===== src/rtl/key_press_if.sv =====
// Command/status bundle between a key-press stimulus generator and its controller.
// Handshake: start is honoured only while busy=0, and the accepting edge raises busy.
// done pulses for one cycle when a sequence ends, whether it completed or was aborted.
interface key_press_if #(
  parameter int CNT_W = 4
);
  logic             start;
  logic [CNT_W-1:0] num;
  logic             bounce_en;
  logic             abort;
  logic             key_out;
  logic             busy;
  logic             done;
  logic [CNT_W-1:0] sent;

  modport master (
    output start, num, bounce_en, abort,
    input  key_out, busy, done, sent
  );

  modport slave (
    input  start, num, bounce_en, abort,
    output key_out, busy, done, sent
  );
endinterface


===== src/rtl/key_press_gen.sv =====
// Generates active-low mechanical key waveforms (optional bounce, hold, release)
// for a requested number of presses, with a start/busy/done handshake.
module key_press_gen #(
  parameter int HOLD_CYC = 24,
  parameter int REL_CYC  = 16,
  parameter int BOUNCE_N = 3,
  parameter int BOUNCE_W = 2,
  parameter int CNT_W    = 4
) (
  input  logic       clk,
  input  logic       rst,
  key_press_if.slave bus,
  output logic [2:0] state_dbg
);

  localparam int PH_MAX_A = (HOLD_CYC > REL_CYC) ? HOLD_CYC : REL_CYC;
  localparam int PH_MAX   = (PH_MAX_A > BOUNCE_W) ? PH_MAX_A : BOUNCE_W;
  localparam int PH_W     = $clog2(PH_MAX + 1);
  localparam int PAIR_W   = $clog2(BOUNCE_N + 1);

  typedef enum logic [2:0] {IDLE, BNC_DN, HOLD, BNC_UP, REL} state_t;

  state_t            state_q, state_nxt;
  logic [PH_W-1:0]   phase_q, phase_nxt;
  logic              half_q, half_nxt;
  logic [PAIR_W-1:0] pair_q, pair_nxt;
  logic [CNT_W-1:0]  sent_q, sent_nxt, sent_inc;
  logic [CNT_W-1:0]  num_q, num_nxt;
  logic              bnc_q, bnc_nxt;
  logic              key_q, key_nxt;
  logic              busy_q, busy_nxt;
  logic              done_q, done_nxt;

  assign sent_inc = sent_q + CNT_W'(1);

  always_ff @(posedge clk or posedge rst) begin
    if (rst) begin
      state_q <= IDLE;
      phase_q <= '0;
      half_q  <= 1'b0;
      pair_q  <= '0;
      sent_q  <= '0;
      num_q   <= '0;
      bnc_q   <= 1'b0;
      key_q   <= 1'b1;
      busy_q  <= 1'b0;
      done_q  <= 1'b0;
    end else begin
      state_q <= state_nxt;
      phase_q <= phase_nxt;
      half_q  <= half_nxt;
      pair_q  <= pair_nxt;
      sent_q  <= sent_nxt;
      num_q   <= num_nxt;
      bnc_q   <= bnc_nxt;
      key_q   <= key_nxt;
      busy_q  <= busy_nxt;
      done_q  <= done_nxt;
    end
  end

  always_comb begin
    state_nxt = state_q;
    phase_nxt = phase_q;
    half_nxt  = half_q;
    pair_nxt  = pair_q;
    sent_nxt  = sent_q;
    num_nxt   = num_q;
    bnc_nxt   = bnc_q;
    done_nxt  = 1'b0;
    if (state_q == IDLE) begin
      if (bus.start) begin
        if (bus.num != '0) begin
          num_nxt   = bus.num;
          bnc_nxt   = bus.bounce_en;
          sent_nxt  = '0;
          phase_nxt = '0;
          half_nxt  = 1'b0;
          pair_nxt  = '0;
          state_nxt = bus.bounce_en ? BNC_DN : HOLD;
        end else begin
          done_nxt = 1'b1;
        end
      end
    end else if (bus.abort) begin
      // Partial press is discarded: sent keeps its last completed count.
      state_nxt = IDLE;
      done_nxt  = 1'b1;
      phase_nxt = '0;
      half_nxt  = 1'b0;
      pair_nxt  = '0;
    end else begin
      unique case (state_q)
        BNC_DN, BNC_UP: begin
          if (phase_q == PH_W'(BOUNCE_W - 1)) begin
            phase_nxt = '0;
            half_nxt  = ~half_q;
            if (half_q) begin
              if (pair_q == PAIR_W'(BOUNCE_N - 1)) begin
                pair_nxt  = '0;
                state_nxt = (state_q == BNC_DN) ? HOLD : REL;
              end else begin
                pair_nxt = pair_q + PAIR_W'(1);
              end
            end
          end else begin
            phase_nxt = phase_q + PH_W'(1);
          end
        end
        HOLD: begin
          if (phase_q == PH_W'(HOLD_CYC - 1)) begin
            phase_nxt = '0;
            state_nxt = bnc_q ? BNC_UP : REL;
          end else begin
            phase_nxt = phase_q + PH_W'(1);
          end
        end
        REL: begin
          if (phase_q == PH_W'(REL_CYC - 1)) begin
            phase_nxt = '0;
            sent_nxt  = sent_inc;
            if (sent_inc == num_q) begin
              state_nxt = IDLE;
              done_nxt  = 1'b1;
            end else begin
              state_nxt = bnc_q ? BNC_DN : HOLD;
            end
          end else begin
            phase_nxt = phase_q + PH_W'(1);
          end
        end
        default: state_nxt = IDLE;
      endcase
    end
  end

  // Key level is a function of the upcoming state so it lands with the state change.
  always_comb begin
    key_nxt  = 1'b1;
    busy_nxt = (state_nxt != IDLE);
    case (state_nxt)
      BNC_DN:  key_nxt = half_nxt;
      HOLD:    key_nxt = 1'b0;
      BNC_UP:  key_nxt = ~half_nxt;
      default: key_nxt = 1'b1;
    endcase
  end

  assign bus.key_out = key_q;
  assign bus.busy    = busy_q;
  assign bus.done    = done_q;
  assign bus.sent    = sent_q;
  assign state_dbg   = state_q;

endmodule


===== src/flat_wrapper.sv =====
// flat-port wrapper written by rule: the top's interface ports become plain ports
module key_press_gen_flat 
#(
  parameter int HOLD_CYC = 24,
  parameter int REL_CYC  = 16,
  parameter int BOUNCE_N = 3,
  parameter int BOUNCE_W = 2,
  parameter int CNT_W    = 4
)
  (clk, rst, state_dbg, bus_start, bus_num, bus_bounce_en, bus_abort, bus_key_out, bus_busy, bus_done, bus_sent);
  key_press_if #(.CNT_W(CNT_W)) bus_i ();
  input  logic clk;
  input  logic rst;
  output logic [2:0] state_dbg;
  input wire logic [$bits(bus_i.start)-1:0] bus_start;
  input wire logic [$bits(bus_i.num)-1:0] bus_num;
  input wire logic [$bits(bus_i.bounce_en)-1:0] bus_bounce_en;
  input wire logic [$bits(bus_i.abort)-1:0] bus_abort;
  output wire logic [$bits(bus_i.key_out)-1:0] bus_key_out;
  output wire logic [$bits(bus_i.busy)-1:0] bus_busy;
  output wire logic [$bits(bus_i.done)-1:0] bus_done;
  output wire logic [$bits(bus_i.sent)-1:0] bus_sent;
  assign bus_i.start = bus_start;
  assign bus_i.num = bus_num;
  assign bus_i.bounce_en = bus_bounce_en;
  assign bus_i.abort = bus_abort;
  assign bus_key_out = bus_i.key_out;
  assign bus_busy = bus_i.busy;
  assign bus_done = bus_i.done;
  assign bus_sent = bus_i.sent;
  key_press_gen #(.HOLD_CYC(HOLD_CYC), .REL_CYC(REL_CYC), .BOUNCE_N(BOUNCE_N), .BOUNCE_W(BOUNCE_W), .CNT_W(CNT_W)) u_core (.clk(clk), .rst(rst), .bus(bus_i), .state_dbg(state_dbg));
endmodule

===== config.mk =====
export PLATFORM = sky130hd
export DESIGN_NAME = key_press_gen_flat
export DESIGN_NICKNAME = d
export VERILOG_FILES = /design/src/rtl/key_press_if.sv /design/src/rtl/key_press_gen.sv /design/src/flat_wrapper.sv
export SDC_FILE = /design/constraint.sdc
export NUM_CORES = 1
export LEC_CHECK = 0
export CORE_MARGIN = 1
export CORE_UTILIZATION = 25
export CTS_CLUSTER_SIZE = 14
export DETAILED_ROUTE_END_ITERATION = 10
export PLACE_DENSITY = 0.46
export SYNTH_ARGS = -nofsm -noshare
export SYNTH_HDL_FRONTEND = slang
export SYNTH_SLANG_ARGS = --single-unit

===== constraint.sdc =====
create_clock -name clk -period 2.2 [get_ports clk]
set_input_delay 0.44 -clock clk [delete_from_list [all_inputs] [get_ports clk]]
set_output_delay 0.44 -clock clk [all_outputs]
set_load 0.05 [all_outputs]

### Word-level counts from Yosys, hierarchy flattened

Cells that the tools add are included.

| operators by class | value |
|---|---|
| add/subtract/negate cells | 3 |
| eq/ne operators | 15 |
| mux-type cells | 51 |
| bitwise gates (word level) | 2 |
| reductions and logical operators | 14 |

Operators with widths:

| kind | count |
|---|---|
| 2-to-1 mux 3 bit | 12 |
| 2-to-1 mux 5 bit | 7 |
| 2-to-1 mux 4 bit | 6 |
| 2-to-1 mux 2 bit | 10 |
| one-hot mux 5 bit (3 select lines) | 1 |
| 2-to-1 mux 1 bit | 13 |
| equality test 3 x 2 -> 1 bit, second input constant | 4 |
| nonzero test 3 bit | 4 |
| AND reduction 5 bit | 2 |
| one-hot mux 3 bit (3 select lines) | 1 |
| equality test 3 x 1 -> 1 bit, second input constant | 2 |
| AND reduction 3 bit | 2 |
| adder 5 x 1 -> 5 bit, second input constant | 1 |
| equality test 5 x 1 -> 1 bit, second input constant | 1 |
| equality test 5 x 4 -> 1 bit, second input constant | 1 |
| equality test 5 bit, second input constant | 1 |
| nonzero test 5 bit | 1 |
| adder 4 x 1 -> 4 bit, second input constant | 1 |
| equality test 4 bit | 1 |
| inequality test 2 bit, second input constant | 2 |
| nonzero test 2 bit | 2 |
| nonzero test 4 bit | 1 |
| equality test 3 bit, second input constant | 1 |
| logical NOT 3 bit | 1 |
| 6 further kinds | 7 |

| word-level totals | value |
|---|---|
| register bits after elaboration | 23 |
| input bits | 9 |
| output and inout port bits | 10 |
| logic and storage cells | 95 |

### Depth between registers and ports, before layout

| logic depth | value |
|---|---|
| depth after elaboration | 10 |
| gate-level depth with buffers | 8 |
| depth with buffers taken out | 8 |

### Worst setup path before layout

OpenSTA, ideal clock, no wires.

| timing path | value |
|---|---|
| path kind | register -> register |
| start point | reg u_core.sent_q[0], in the netlist u_core.bus.sent[0] |
| end point | reg u_core.busy_q, in the netlist u_core.bus.busy |
| library setup time | 131 ps |
| arrival | 2026 ps |
| data required time | 2069 ps |
| path slack | 42 ps |
| stages on the path, launching flop included | 7 |
| path buffers | 0 |
| clock period less this slack | 2158 ps |
| path through | dfrtp_1 > ha_1 > xnor2_1 > nand2_1 > o311ai_1 > nand3_1 > or3_1 |

| between the ends | value |
|---|---|
| word-level cells in the longest chain between the ends | 8 |

Ends and longest elaborated chain:

| item | RTL line | RTL |
|---|---|---|
| from (decl) | key_press_gen.sv:27 | `logic [CNT_W-1:0] sent_q, sent_nxt, sent_inc;` |
| from (signal assigned) | key_press_gen.sv:53 | `sent_q <= sent_nxt;` |
| adder 4 x 1 -> 4 bit | key_press_gen.sv:34 | `assign sent_inc = sent_q + CNT_W'(1);` |
| equality test 4 bit | key_press_gen.sv:122 | `if (sent_inc == num_q) begin` |
| 2-to-1 mux 3 bit | key_press_gen.sv:122 |  |
| 2-to-1 mux 3 bit | key_press_gen.sv:119 | `if (phase_q == PH_W'(REL_CYC - 1)) begin` |
| one-hot mux 3 bit (3 select lines) | key_press_gen.sv:93 | `unique case (state_q)` |
| 2-to-1 mux 3 bit | key_press_gen.sv:85 | `end else if (bus.abort) begin` |
| 2-to-1 mux 3 bit | key_press_gen.sv:71 | `if (state_q == IDLE) begin` |
| named net u_core.state_nxt[0] | key_press_gen.sv:23 | `state_t state_q, state_nxt;` |
| nonzero test 3 bit | key_press_gen.sv:140 | `busy_nxt = (state_nxt != IDLE);` |
| named net u_core.busy_nxt | key_press_gen.sv:31 | `logic busy_q, busy_nxt;` |
| to (signal assigned) | key_press_gen.sv:57 | `busy_q <= busy_nxt;` |
| to (decl) | key_press_gen.sv:31 |  |

The timed path passes the listed nets, and every way through them passes these cells.
A chain may end at the register's enable or synchronous reset.

### Final worst setup path

| timing path | value |
|---|---|
| start point | reg u_core.phase_q[1] |
| end point | reg u_core.key_q, in the netlist u_core.bus.key_out |

| between the ends | value |
|---|---|
| word-level cells in the longest chain between the ends | 7 |
| elaborated cells between the ends (all ways) | 18 |
| those cells by class | eq/ne (6); mux (11); bitwise (1) |

Ends and longest elaborated chain:

| item | RTL line | RTL |
|---|---|---|
| from (decl) | key_press_gen.sv:24 | `logic [PH_W-1:0] phase_q, phase_nxt;` |
| from (signal assigned) | key_press_gen.sv:50 | `phase_q <= phase_nxt;` |
| equality test 5 x 4 -> 1 bit (tied with other cells) | key_press_gen.sv:119 |  |
| 2-to-1 mux 3 bit, on equally long branches | key_press_gen.sv:119, key_press_gen.sv:95, key_press_gen.sv:111 |  |
| one-hot mux 3 bit (3 select lines) (*) | key_press_gen.sv:93 |  |
| 2-to-1 mux 3 bit (*) | key_press_gen.sv:85 |  |
| 2-to-1 mux 3 bit (*) | key_press_gen.sv:71 |  |
| named net u_core.state_nxt[1] | key_press_gen.sv:23 |  |
| equality test 3 x 2 -> 1 bit / equality test 3 x 1 -> 1 bit (equally long branches) | key_press_gen.sv:141 | `case (state_nxt)` |
| one-hot mux 1 bit (3 select lines) (*) | key_press_gen.sv:141 |  |
| named net u_core.key_nxt | key_press_gen.sv:30 | `logic key_q, key_nxt;` |
| to (signal assigned) | key_press_gen.sv:56 | `key_q <= key_nxt;` |
| to (decl) | key_press_gen.sv:30 |  |

Mark *: on every way through the listed nets, which the timed path passes. The rest lies on a longest branch.

==> impl_results.md <==
* HP Class: in -> async
* Port buffer count at 18
* Clk_skew at 0.00297 ns
* Vias in the first global route at 1251
* DRT iter0 DRCs at 60
* Netlist cell types at 50
* CTS tree: done
* TritonRoute pass-1 iters at 4
* Post-synthesis sequential area ratio at between 30% and 40%
* EDFF count, synth at 0
* ANT nets after route at 0
* CP max stage delay at 0.42 ns
* Crit path cell chain: ha_1 > and3_1 > ha_1 > nand3b_1 > or3_1 > o311ai_4 > xnor2_1
* Final Hold Slack at about 0.51 ns
* Slew HR at ~66%
* Ratio of cells with drive above 1 in the final layout at 20.1%
* Endpoints failing hold at 0
* Ant diodes at 0
* Mapped Area at around 1500 um^2
* Synth cell count leaders: 22 x dfrtp_1, 12 x nand2_1, 10 x inv_1, 9 x nor2_1, 9 x o21ai_0
* Die Height at slightly below 80 um
* Cts hold-fix bufs at 0
* Clk_lat worst skew at approximately 0.27 ns
* Dpl cell area at roughly 1800 um^2
* R2r setup slk at about 0.040 ns
* Worst Tran Pin Value at about 0.51 ns
* Cells after synthesis at approximately 150
* Design area at roughly 1900 um^2
* RSZ-0062 raised after global routing: yes
* Wirelength, routed at 3510 um
* CTS H-tree depth at 1
* Largest net degree at the start of global routing at 24
* Min cycle time layout at around 2.2 ns
* CP max stage cell: or3_1
* Setup Viol. Count Final at 0
* Clock root buffer: clkbuf_8
* Cell taking the most area after synthesis: dfrtp_1
* Primary FF master, synth: dfrtp_1
* Number of CTS-inserted buffers at 3
* Max clock buf depth at 2
* Fillers at between 500 and 600
* Filler-free cell count of the finished design at 261
* Fin nets at around 200
* Synth async-reset ratio at between 90% and 100%
* Synth top area share at a little under two fifths
* Pwr dens at between 600 and 700 nW/um^2
* Synthesized area per cell at between 9 and 10 um^2
* CP arrival at approximately 2.4 ns
* Post-DR wirelength/cell at roughly 13 um
* Status: complete, no violations
* Via count at 1286
* CP required at approximately 2.4 ns
* Final Max Tran Viols at 0
* Rows at 27
* Total power at roughly 0.0012 W
* Initial antenna violation count at 0
* Global placement routability congestion at 0.786
* Synthesized net count at approximately 170
* Starting Density at 26.2%
* Dominant cells by area after synthesis: dfrtp_1 38%, ha_1 4.3%, o21ai_0 3.1%
* Tcrit/Tclk final at 98.2%
* Clk sinks at 23
* Ports at 19
* Vias/cell at around 5
* CP endpoint kind: register
* Max-Cap Viols at 0
* Max FO, Critical Path at 4
* Startpoint types: register
* Fmax at approximately 460 MHz
* Synth Register Bits at 23
* Leakage power at approximately 0.85 nW
* Critical path class: reg -> reg
* Crit-path most repeated cell: ha_1
* Global-route wire length before repair at 6150 um
* GR Overflow Total at 0
* Clock transition at path regs at ~0.09 ns
* Area Growth Syn to Fin at 30.8%
* Warnings from Yosys at 0
* PnR worst setup slack at roughly 0.040 ns
* Post-detail-place hpwl at about 2700 um
* Number of remaining DRC errors at 0
* Worst IR Drop VDD at 0.275 mV
* Tot GR Track Use at between 10% and 20%
* Core area at approximately 5500 um^2
* Dpl ws at -0.0175 ns
* Die area at roughly 6100 um^2
* Placed insts at around 250
* Die X at 78.2 um
* Most numerous cell in the Yosys netlist: dfrtp_1
per-stage QoR:
stage	setup TNS (ns)	utilization (%)
floorplan	0	-
global placement	0	32.7
detailed placement	-0.0175	32.7
CTS	0	33.5
global route	-0.0906	34.3
finish	0	34.3
worst max-delay path, delay by kind of cell, from the launching register on:
family | cells | cell delay, ns
fa+ha+maj | 2 | 0.38
simple gates | 3 | 0.80
xor+xnor | 1 | 0.16
flops | 1 | 0.40
compound gates | 1 | 0.34
logic make-up (layout without fill, tap and decap cells):
kind of cell / count (synthesis) / after routing / share of synthesized area, %
and+or+nand+nor: 59 / 59 / 24.0
AOI/OAI and AO/OA: 39 / 39 / 19.5
DFF: 23 / 23 / 39.7
buffers and inverters: 16 / 51 / 4.48
xor gates and xnor gates: 7 / 7 / 4.22
adders and majority gates: 5 / 5 / 4.31
muxes: 5 / 5 / 3.79
cell type report:
class / count / area, um^2 / share of cell area (%)
clock buffer: 3 / 41.3 / 2.18
inverter: 10 / 37.5 / 1.98
tap: 72 / 90.1 / 4.75
sequential: 23 / 577 / 30.4
multi-input combinational: 115 / 825 / 43.4
clock inverter: 1 / 7.51 / 0.396
timing repair buffer: 37 / 320 / 16.9
cells in the final DEF, fill, tap and decap left out, types with 9 or more instances in the layout:
cell type        count
buf_4               21
clkdlybuf4s50_1     15
dfrtp_1             22
inv_1               10
nand2_1             12
nor2_1               9
o21ai_0              9
metal layers:
| layer | wire [um] | track usage (%) |
|---|---|---|
| met3 | 167 | 2.44 |
| met5 | 0 | 0 |
| met4 | 19 | 2.78 |
| met2 | 1670 | 21.2 |
| met1 | 1650 | 17.4 |
power by group:
| group | leakage, nW | switching (W) | total, W | internal (W) |
|---|---|---|---|---|
| sequential | 0.302 | 0.0000413 | 0.000514 | 0.000473 |
| combinational | 0.524 | 0.000212 | 0.000387 | 0.000175 |
| clock | 0.0217 | 0.000143 | 0.000272 | 0.000128 |
| total | 0.847 | 0.000397 | 0.00117 | 0.000776 |
flip-flops by register name (all words and copies together), names as in the netlist:
register            cells
u_core.half_q           1
u_core.phase_q          5
u_core.bus.done         1
u_core.state_dbg        3
u_core.pair_q           2
u_core.bnc_q            1
u_core.bus.busy         1
u_core.bus.sent         4
u_core.bus.key_out      1
u_core.num_q            4
path summary, 6_finish.rpt:
| kind | from | end | cells after the start |
|---|---|---|---|
| hold reg to reg | u_core.num_q[2] | u_core.num_q[2] | 1 |
| hold / removal | rst | u_core.bus.sent[2] | 3 |
| min in group clk | u_core.num_q[2] | u_core.num_q[2] | 1 |
| max in group asynchronous | rst | u_core.bus.key_out | 3 |
| setup / recovery | u_core.phase_q[1] | u_core.bus.key_out | 7 |
| setup reg to reg | u_core.phase_q[1] | u_core.bus.key_out | 7 |
what timing repair did:
action | CTS | global route
gates resized for setup | 0 | 3
hold endpoints to repair | 0 | 0
buffers inserted | 0 | 3
setup endpoints to repair | 0 | 4
Power figures use the tool's default switching activity.
